`config.mk`:
```
export PLATFORM = sky130hd
export DESIGN_NAME = segment_unit
export DESIGN_NICKNAME = d
export VERILOG_FILES = /design/src/rtl/segment_unit.sv
export SDC_FILE = /design/constraint.sdc
export NUM_CORES = 1
export LEC_CHECK = 0
export CORE_MARGIN = 1
export CORE_UTILIZATION = 50
export CTS_BUF_LIST = sky130_fd_sc_hd__clkbuf_8
export CTS_CLUSTER_DIAMETER = 30
export DETAILED_ROUTE_END_ITERATION = 8
export GPL_TIMING_DRIVEN = 0
export PLACE_DENSITY = 0.82
export SLEW_MARGIN = 20
export SYNTH_ARGS = -nofsm -noshare
export SYNTH_HDL_FRONTEND = slang
export SYNTH_SLANG_ARGS = --single-unit
```
`constraint.sdc`:
```
create_clock -name clk -period 11.5 [get_ports clk]
set_clock_uncertainty 0.2 [all_clocks]
set_input_delay 1.725 -clock clk [delete_from_list [all_inputs] [get_ports clk]]
set_output_delay 1.725 -clock clk [all_outputs]
set_load 0.05 [all_outputs]
```
`src/rtl/segment_unit.sv`:
```
// Segment register file with override latch, one-stage physical-address pipeline
// and the interrupt shadow that follows a stack-segment write.
module segment_unit #(
    parameter int unsigned      SEG_W    = 16,
    parameter int unsigned      NUM_SEG  = 4,
    parameter int unsigned      SHIFT    = 4,
    parameter int unsigned      ADDR_W   = 20,
    parameter int unsigned      SS_IDX   = 2,
    parameter logic [SEG_W-1:0] CS_RESET = '0,
    localparam int unsigned     SEL_W    = $clog2(NUM_SEG)
) (
    input  logic              clk,
    input  logic              rst,
    input  logic              we,
    input  logic [SEL_W-1:0]  seg_sel,
    input  logic [SEG_W-1:0]  seg_in,
    input  logic [SEL_W-1:0]  rd_sel,
    output logic [SEG_W-1:0]  rd_data,
    input  logic              ovr_valid,
    input  logic [SEL_W-1:0]  ovr_sel,
    input  logic              instr_done,
    input  logic              req_valid,
    output logic              req_ready,
    input  logic [SEL_W-1:0]  req_seg,
    input  logic [SEG_W-1:0]  req_offset,
    input  logic              req_no_ovr,
    output logic              resp_valid,
    input  logic              resp_ready,
    output logic [ADDR_W-1:0] resp_addr,
    output logic [SEL_W-1:0]  resp_seg,
    output logic              resp_wrap,
    output logic              irq_inhibit
);

    localparam logic [SEL_W-1:0] SS_SEL = SEL_W'(SS_IDX);

    logic [SEG_W-1:0]  seg_q [NUM_SEG];
    logic [SEG_W-1:0]  seg_d [NUM_SEG];
    logic              ovr_pend_q, ovr_pend_d;
    logic [SEL_W-1:0]  ovr_sel_q, ovr_sel_d;
    logic              resp_valid_q, resp_valid_d;
    logic [ADDR_W-1:0] resp_addr_q, resp_addr_d;
    logic [SEL_W-1:0]  resp_seg_q, resp_seg_d;
    logic              resp_wrap_q, resp_wrap_d;
    logic              irq_q, irq_d;

    logic              accept;
    logic [SEL_W-1:0]  eff_sel;
    logic [SEG_W-1:0]  eff_val;
    logic [ADDR_W:0]   seg_ext;
    logic [ADDR_W:0]   off_ext;
    logic [ADDR_W:0]   sum;

    assign rd_data     = seg_q[rd_sel];
    assign req_ready   = !resp_valid_q || resp_ready;
    assign accept      = req_valid && req_ready;
    assign resp_valid  = resp_valid_q;
    assign resp_addr   = resp_addr_q;
    assign resp_seg    = resp_seg_q;
    assign resp_wrap   = resp_wrap_q;
    assign irq_inhibit = irq_q;

    always_comb begin
        seg_d = seg_q;
        if (we) begin
            seg_d[seg_sel] = seg_in;
        end
    end

    // A prefix decoded in the same cycle as the request only applies from the next cycle.
    always_comb begin
        ovr_pend_d = ovr_pend_q;
        ovr_sel_d  = ovr_sel_q;
        if (ovr_valid) begin
            ovr_pend_d = 1'b1;
            ovr_sel_d  = ovr_sel;
        end else if (instr_done) begin
            ovr_pend_d = 1'b0;
        end
    end

    always_comb begin
        eff_sel = (ovr_pend_q && !req_no_ovr) ? ovr_sel_q : req_seg;
        eff_val = (we && (seg_sel == eff_sel)) ? seg_in : seg_q[eff_sel];
        seg_ext = '0;
        seg_ext[SEG_W-1:0] = eff_val;
        seg_ext = seg_ext << SHIFT;
        off_ext = '0;
        off_ext[SEG_W-1:0] = req_offset;
        sum = seg_ext + off_ext;
    end

    always_comb begin
        resp_valid_d = resp_valid_q;
        resp_addr_d  = resp_addr_q;
        resp_seg_d   = resp_seg_q;
        resp_wrap_d  = resp_wrap_q;
        if (accept) begin
            resp_valid_d = 1'b1;
            resp_addr_d  = sum[ADDR_W-1:0];
            resp_seg_d   = eff_sel;
            resp_wrap_d  = sum[ADDR_W];
        end else if (resp_ready) begin
            resp_valid_d = 1'b0;
        end
    end

    // An SS write takes priority, so a retire in the write cycle never clears the shadow.
    always_comb begin
        irq_d = irq_q;
        if (we && (seg_sel == SS_SEL)) begin
            irq_d = 1'b1;
        end else if (instr_done) begin
            irq_d = 1'b0;
        end
    end

    always_ff @(posedge clk or posedge rst) begin
        if (rst) begin
            for (int unsigned i = 0; i < NUM_SEG; i++) begin
                seg_q[i] <= (i == 0) ? CS_RESET : '0;
            end
            ovr_pend_q   <= 1'b0;
            ovr_sel_q    <= '0;
            resp_valid_q <= 1'b0;
            resp_addr_q  <= '0;
            resp_seg_q   <= '0;
            resp_wrap_q  <= 1'b0;
            irq_q        <= 1'b0;
        end else begin
            seg_q        <= seg_d;
            ovr_pend_q   <= ovr_pend_d;
            ovr_sel_q    <= ovr_sel_d;
            resp_valid_q <= resp_valid_d;
            resp_addr_q  <= resp_addr_d;
            resp_seg_q   <= resp_seg_d;
            resp_wrap_q  <= resp_wrap_d;
            irq_q        <= irq_d;
        end
    end

endmodule

```
Word level (Yosys, flattened, before mapping)
Cells that the tools add are included.

Add/subtract/negate cells: 1. $lt $le $gt $ge: 4. Equality and inequality tests: 2. Muxes and demuxes: 16. Bitwise gates (word level): 3. Reduce and logical (&&, ||, !) cells: 11.

Operator list (count): 16-bit 2-to-1 mux (6); 16-bit binary-select mux with 2-bit select (2); 64-bit bitwise mux (1); 16-bit demux with 2-bit select (1); 20-bit by 16-bit adder with 21-bit output (1); 3-bit >= comparator, second input constant (3); 2-bit NOT with 3-bit output (3); 2-bit nonzero test (3); 1-bit logical AND (5); 1-bit 2-to-1 mux (5); 3-bit by 1-bit less-than comparator with 1-bit output, second input constant (1); 2-bit == test (1); 2-bit == test, second input constant (1); 1-bit zero test (2); 2-bit 2-to-1 mux (1); 1-bit logical OR (1).

Register bits: 92. Output and inout bits: 42. Logic and storage cells: 48.

Longest topological paths before layout
Depth in word-level cells: 9. Depth in mapped cells: 16. Gate-level depth less buffers: 15.

Worst setup path after synthesis
OpenSTA, ideal clock, no wires.

Path kind: input-to-output. Start: input port rd_sel[0]. End: output port rd_data[10]. Data arrival time: 3.335 ns. Slack: 6.240 ns. Cell stages on the path: 3. Path buffers: 2. Cell sequence: clkbuf_1 -> buf_1 -> mux4_2.

Word-level cells in the longest chain between the ends: 4.

Ends and longest elaborated chain: start: declaration (line 17) `input logic [SEL_W-1:0] rd_sel,`; 2-bit NOT with 3-bit output (implied by the code) (line 54) `assign rd_data = seg_q[rd_sel];`; 16-bit binary-select mux with 2-bit select (line 54); 16-bit 2-to-1 mux (implied by the code) (2 in a row) (line 54); end: declaration (line 18) `output logic [SEG_W-1:0] rd_data,`.

No other way between the ends. The select of a mux whose other input is x is not followed.

Final worst setup path
Start: input port rd_sel[0]. End: output port rd_data[12].

The elaborated chain is that of the path after synthesis.

==> results.yml <==
yosys:
  ys.flop_type: "dfrtp_1"
  synth_edf_count: 0
  yosysWarnings: 0
  syn_inst: 390
  avgSynthCellArea_um2: 13.33
  async_flop_share_pct: 100.0
  ys_types: 51
  syn_area_um2: 5197
  ys_seq_area_share_pct: 44.29
  ys_seq_elements: 92
  syn-num-nets: 452
hold_path:
  hp-class: "register to register"
  min_from: "resp_addr[13]"
timing:
  relSlewSlack_pct: 25.64
  maxSlewViolCount: 0
  worst_pin_slew_ns: 1.107
  rsz0062_at_grt: "false"
  setup_slack_ns: 5.424
  hold_viol: 0
  period_needed_ns: 6.076
  fmax_mhz: 164.6
  period_share_pct: 52.83
  setup_viol: 0
  finalSetupTns_ns: 0
clock_tree:
  cts_root_buf: "clkbuf_8"
  h-tree-depth: 3
  cts-buffers-inserted: 9
  cts_setup_buffers: 0
  clkSinkCount: 92
  insertion_delay_ns: 0.36
  cts.repair.resized: 0
  cts_tree: "done"
  cts_buffer_depth: 2
  clk_pin_slew_ns: 0.09
  hold_buffers: 0
critical_path:
  crit_slowest_cell: "clkdlybuf4s50_1"
  path_max_fanout: 10
  cp.buffers_inverters: 3
  rr_startpoint: "ovr_pend_q"
  cp-end-kind: "output port"
  cp.arrival_ns: 4.15
  max_stage_delay_ns: 0.72
  path_class: "input port to output port"
  startpoint_type: "input port"
  worstPathRequired_ns: 9.58
  setup.worst_path.start: "rd_sel[0]"
  rrSetupSlack_ns: 7.02
  critPathTopFamily: "buffers and inverters"
  crit_chain: "clkbuf_1, buf_1, mux4_2, clkdlybuf4s50_1"
route:
  via_per_inst: 5.796
  postRouteAntennaNets: 0
  drc: 0
  firstDrtPassIters: 4
  drt_iter0_markers: 169
  via_count: 3617
  drt_wl_total_um: 11720
  post_drt_wl_per_cell_um: 18.78
floorplanning:
  design.core.area_um2: 9910
  die_area_um2: 10810
  boundaryPins: 90
  start_util_pct: 52.45
  row_count: 36
  die_w_um: 104.0
  die_h_um: 104.0
finish:
  multi_input_area_um2: 2783
  fin_nets: 548
  drive_gt1_share_pct: 29.53
  antenna_cells: 0
  syn_to_final_growth_pct: 24.46
  seqCellArea_um2: 2302
  fillers: 727
  final_cell_mix: "dfrtp_1, clkdlybuf4s50_1, mux2_2"
  layout_commonest_cell: "dfrtp_1"
pwr:
  p_leak_nw: 2.686
  internal-power_uw: 783.3
  vdd_ir_drop_max_mv: 0.1173
  p_sw_share_pct: 38.56
  p_comb_share_pct: 45.3
  power_density_nw_per_um2: 197.1
  clock_power_share_pct: 19.7
  p_seq_share_pct: 35.0
  switchingPower_uw: 491.5
run_status:
  status: "complete, no violations"
placement:
  pre_cts_slack_ns: 5.200
  globalplace.congestion: 0.8930
  io_buffers: 84
  hpwl_um: 8675
global_routing:
  top_usage_layer: "met2"
  use_met2_pct: 38.62
  grt_max_degree: 61
  grtUsageMet1_pct: 30.41
  grt.overflow.total: 0
  met3_usage_pct: 3.321
  grt_pass1_vias: 3740
  grt_pass1_wl_um: 19200
  antenna_found_initial: 0
  grt_use_total_pct: 23.01
flow_run:
  maxCapViolations: 0
cell usage after synthesis, drive strengths merged, types with 2 or more instances:
| cell type | instances | area share (%) |
|---|---|---|
| o21ai | 22 | 2.1 |
| xnor2 | 8 | 1.3 |
| nand3 | 6 | 0.67 |
| a211o | 3 | 0.51 |
| nand3b | 2 | 0.29 |
| buf | 6 | 0.58 |
| nand4 | 2 | 0.24 |
| and2 | 3 | 0.36 |
| a211oi | 5 | 0.82 |
| mux2i | 6 | 1.4 |
| a31o | 4 | 0.67 |
| mux2 | 83 | 18 |
| nand2 | 29 | 2.1 |
| nand2b | 6 | 0.87 |
| clkbuf | 13 | 0.94 |
| mux4 | 32 | 14 |
| nor3 | 2 | 0.19 |
| xor2 | 7 | 1.2 |
| o211ai | 4 | 0.67 |
| a21oi | 7 | 0.89 |
| a21o | 5 | 0.72 |
| a31oi | 2 | 0.24 |
| dfrtp | 92 | 44 |
| inv | 9 | 0.65 |
| nor2 | 4 | 0.29 |
| ha | 13 | 3.1 |
area by class of cell:
type / count / share of cell area (%)
Buffer: 19 / 1.219
Clock buffer: 11 / 2.340
Clock inverter: 5 / 1.277
Inverter: 9 / 0.5609
Multi-Input combinational cell: 270 / 43.02
Sequential cell: 92 / 35.59
Tap cell: 133 / 2.573
Timing Repair Buffer: 85 / 13.42
state kept, by name, indices dropped and copies added, names as in the netlist:
signal / flops
irq_inhibit: 1
ovr_sel_q: 2
resp_valid: 1
seg_q: 64
resp_seg: 2
resp_wrap: 1
ovr_pend_q: 1
resp_addr: 20
power groups by stage:
stage | Combinational, mW | Clock [mW] | Sequential (mW)
finish | 0.577 | 0.251 | 0.446
global route | 0.613 | 0.270 | 0.456
CTS | 0.579 | 0.256 | 0.446
detailed placement | 0.575 | 0 | 0.453
global placement | 0.564 | 0 | 0.445
floorplan | 0.307 | 0 | 0.546
routing by layer:
layer	part of all wire (%)	wire length [um]
met3	4.1	482
met2	51	5922
met1	44	5104
met5	0	0
met4	1.8	208
metrics by stage:
| step | utilization (%) | cells | hold slack [ns] | area (um2) | total power, mW |
|---|---|---|---|---|---|
| floorplan | - | 390 | 0.2819 | 5197 | 0.8527 |
| global placement | 62.61 | 607 | 0.2634 | 6205 | 1.009 |
| detailed placement | 62.92 | 608 | 0.2734 | 6235 | 1.028 |
| CTS | 65.28 | 624 | 0.2938 | 6469 | 1.280 |
| global route | 65.28 | 624 | 0.3033 | 6469 | 1.339 |
| finish | 65.28 | 624 | 0.2898 | 6469 | 1.275 |
final timing paths:
check / cells past startpoint / to
worst min-delay path: 2 / resp_addr[13]
min in group asynchronous: 2 / irq_inhibit
worst max register to register: 14 / resp_addr[15]
worst max-delay path: 4 / rd_data[12]
max in group asynchronous: 3 / seg_q[51]
worst min register to register: 2 / resp_addr[13]
tightest hold or removal path, delay by kind of cell, from the launching register on:
| kind | cells | cell delay, ns |
|---|---|---|
| compound gates | 1 | 0.06 |
| flops | 1 | 0.35 |
| simple gates | 1 | 0.05 |
cell families after synthesis:
family | after synthesis | share of synthesized area (%)
fa+ha+maj | 14 | 3.515
compound gates | 59 | 7.800
mux | 121 | 33.61
buf+inv | 28 | 2.167
xor+xnor | 15 | 2.528
flops | 92 | 44.29
simple gates | 61 | 6.090
(Power assumes the default switching activity.)
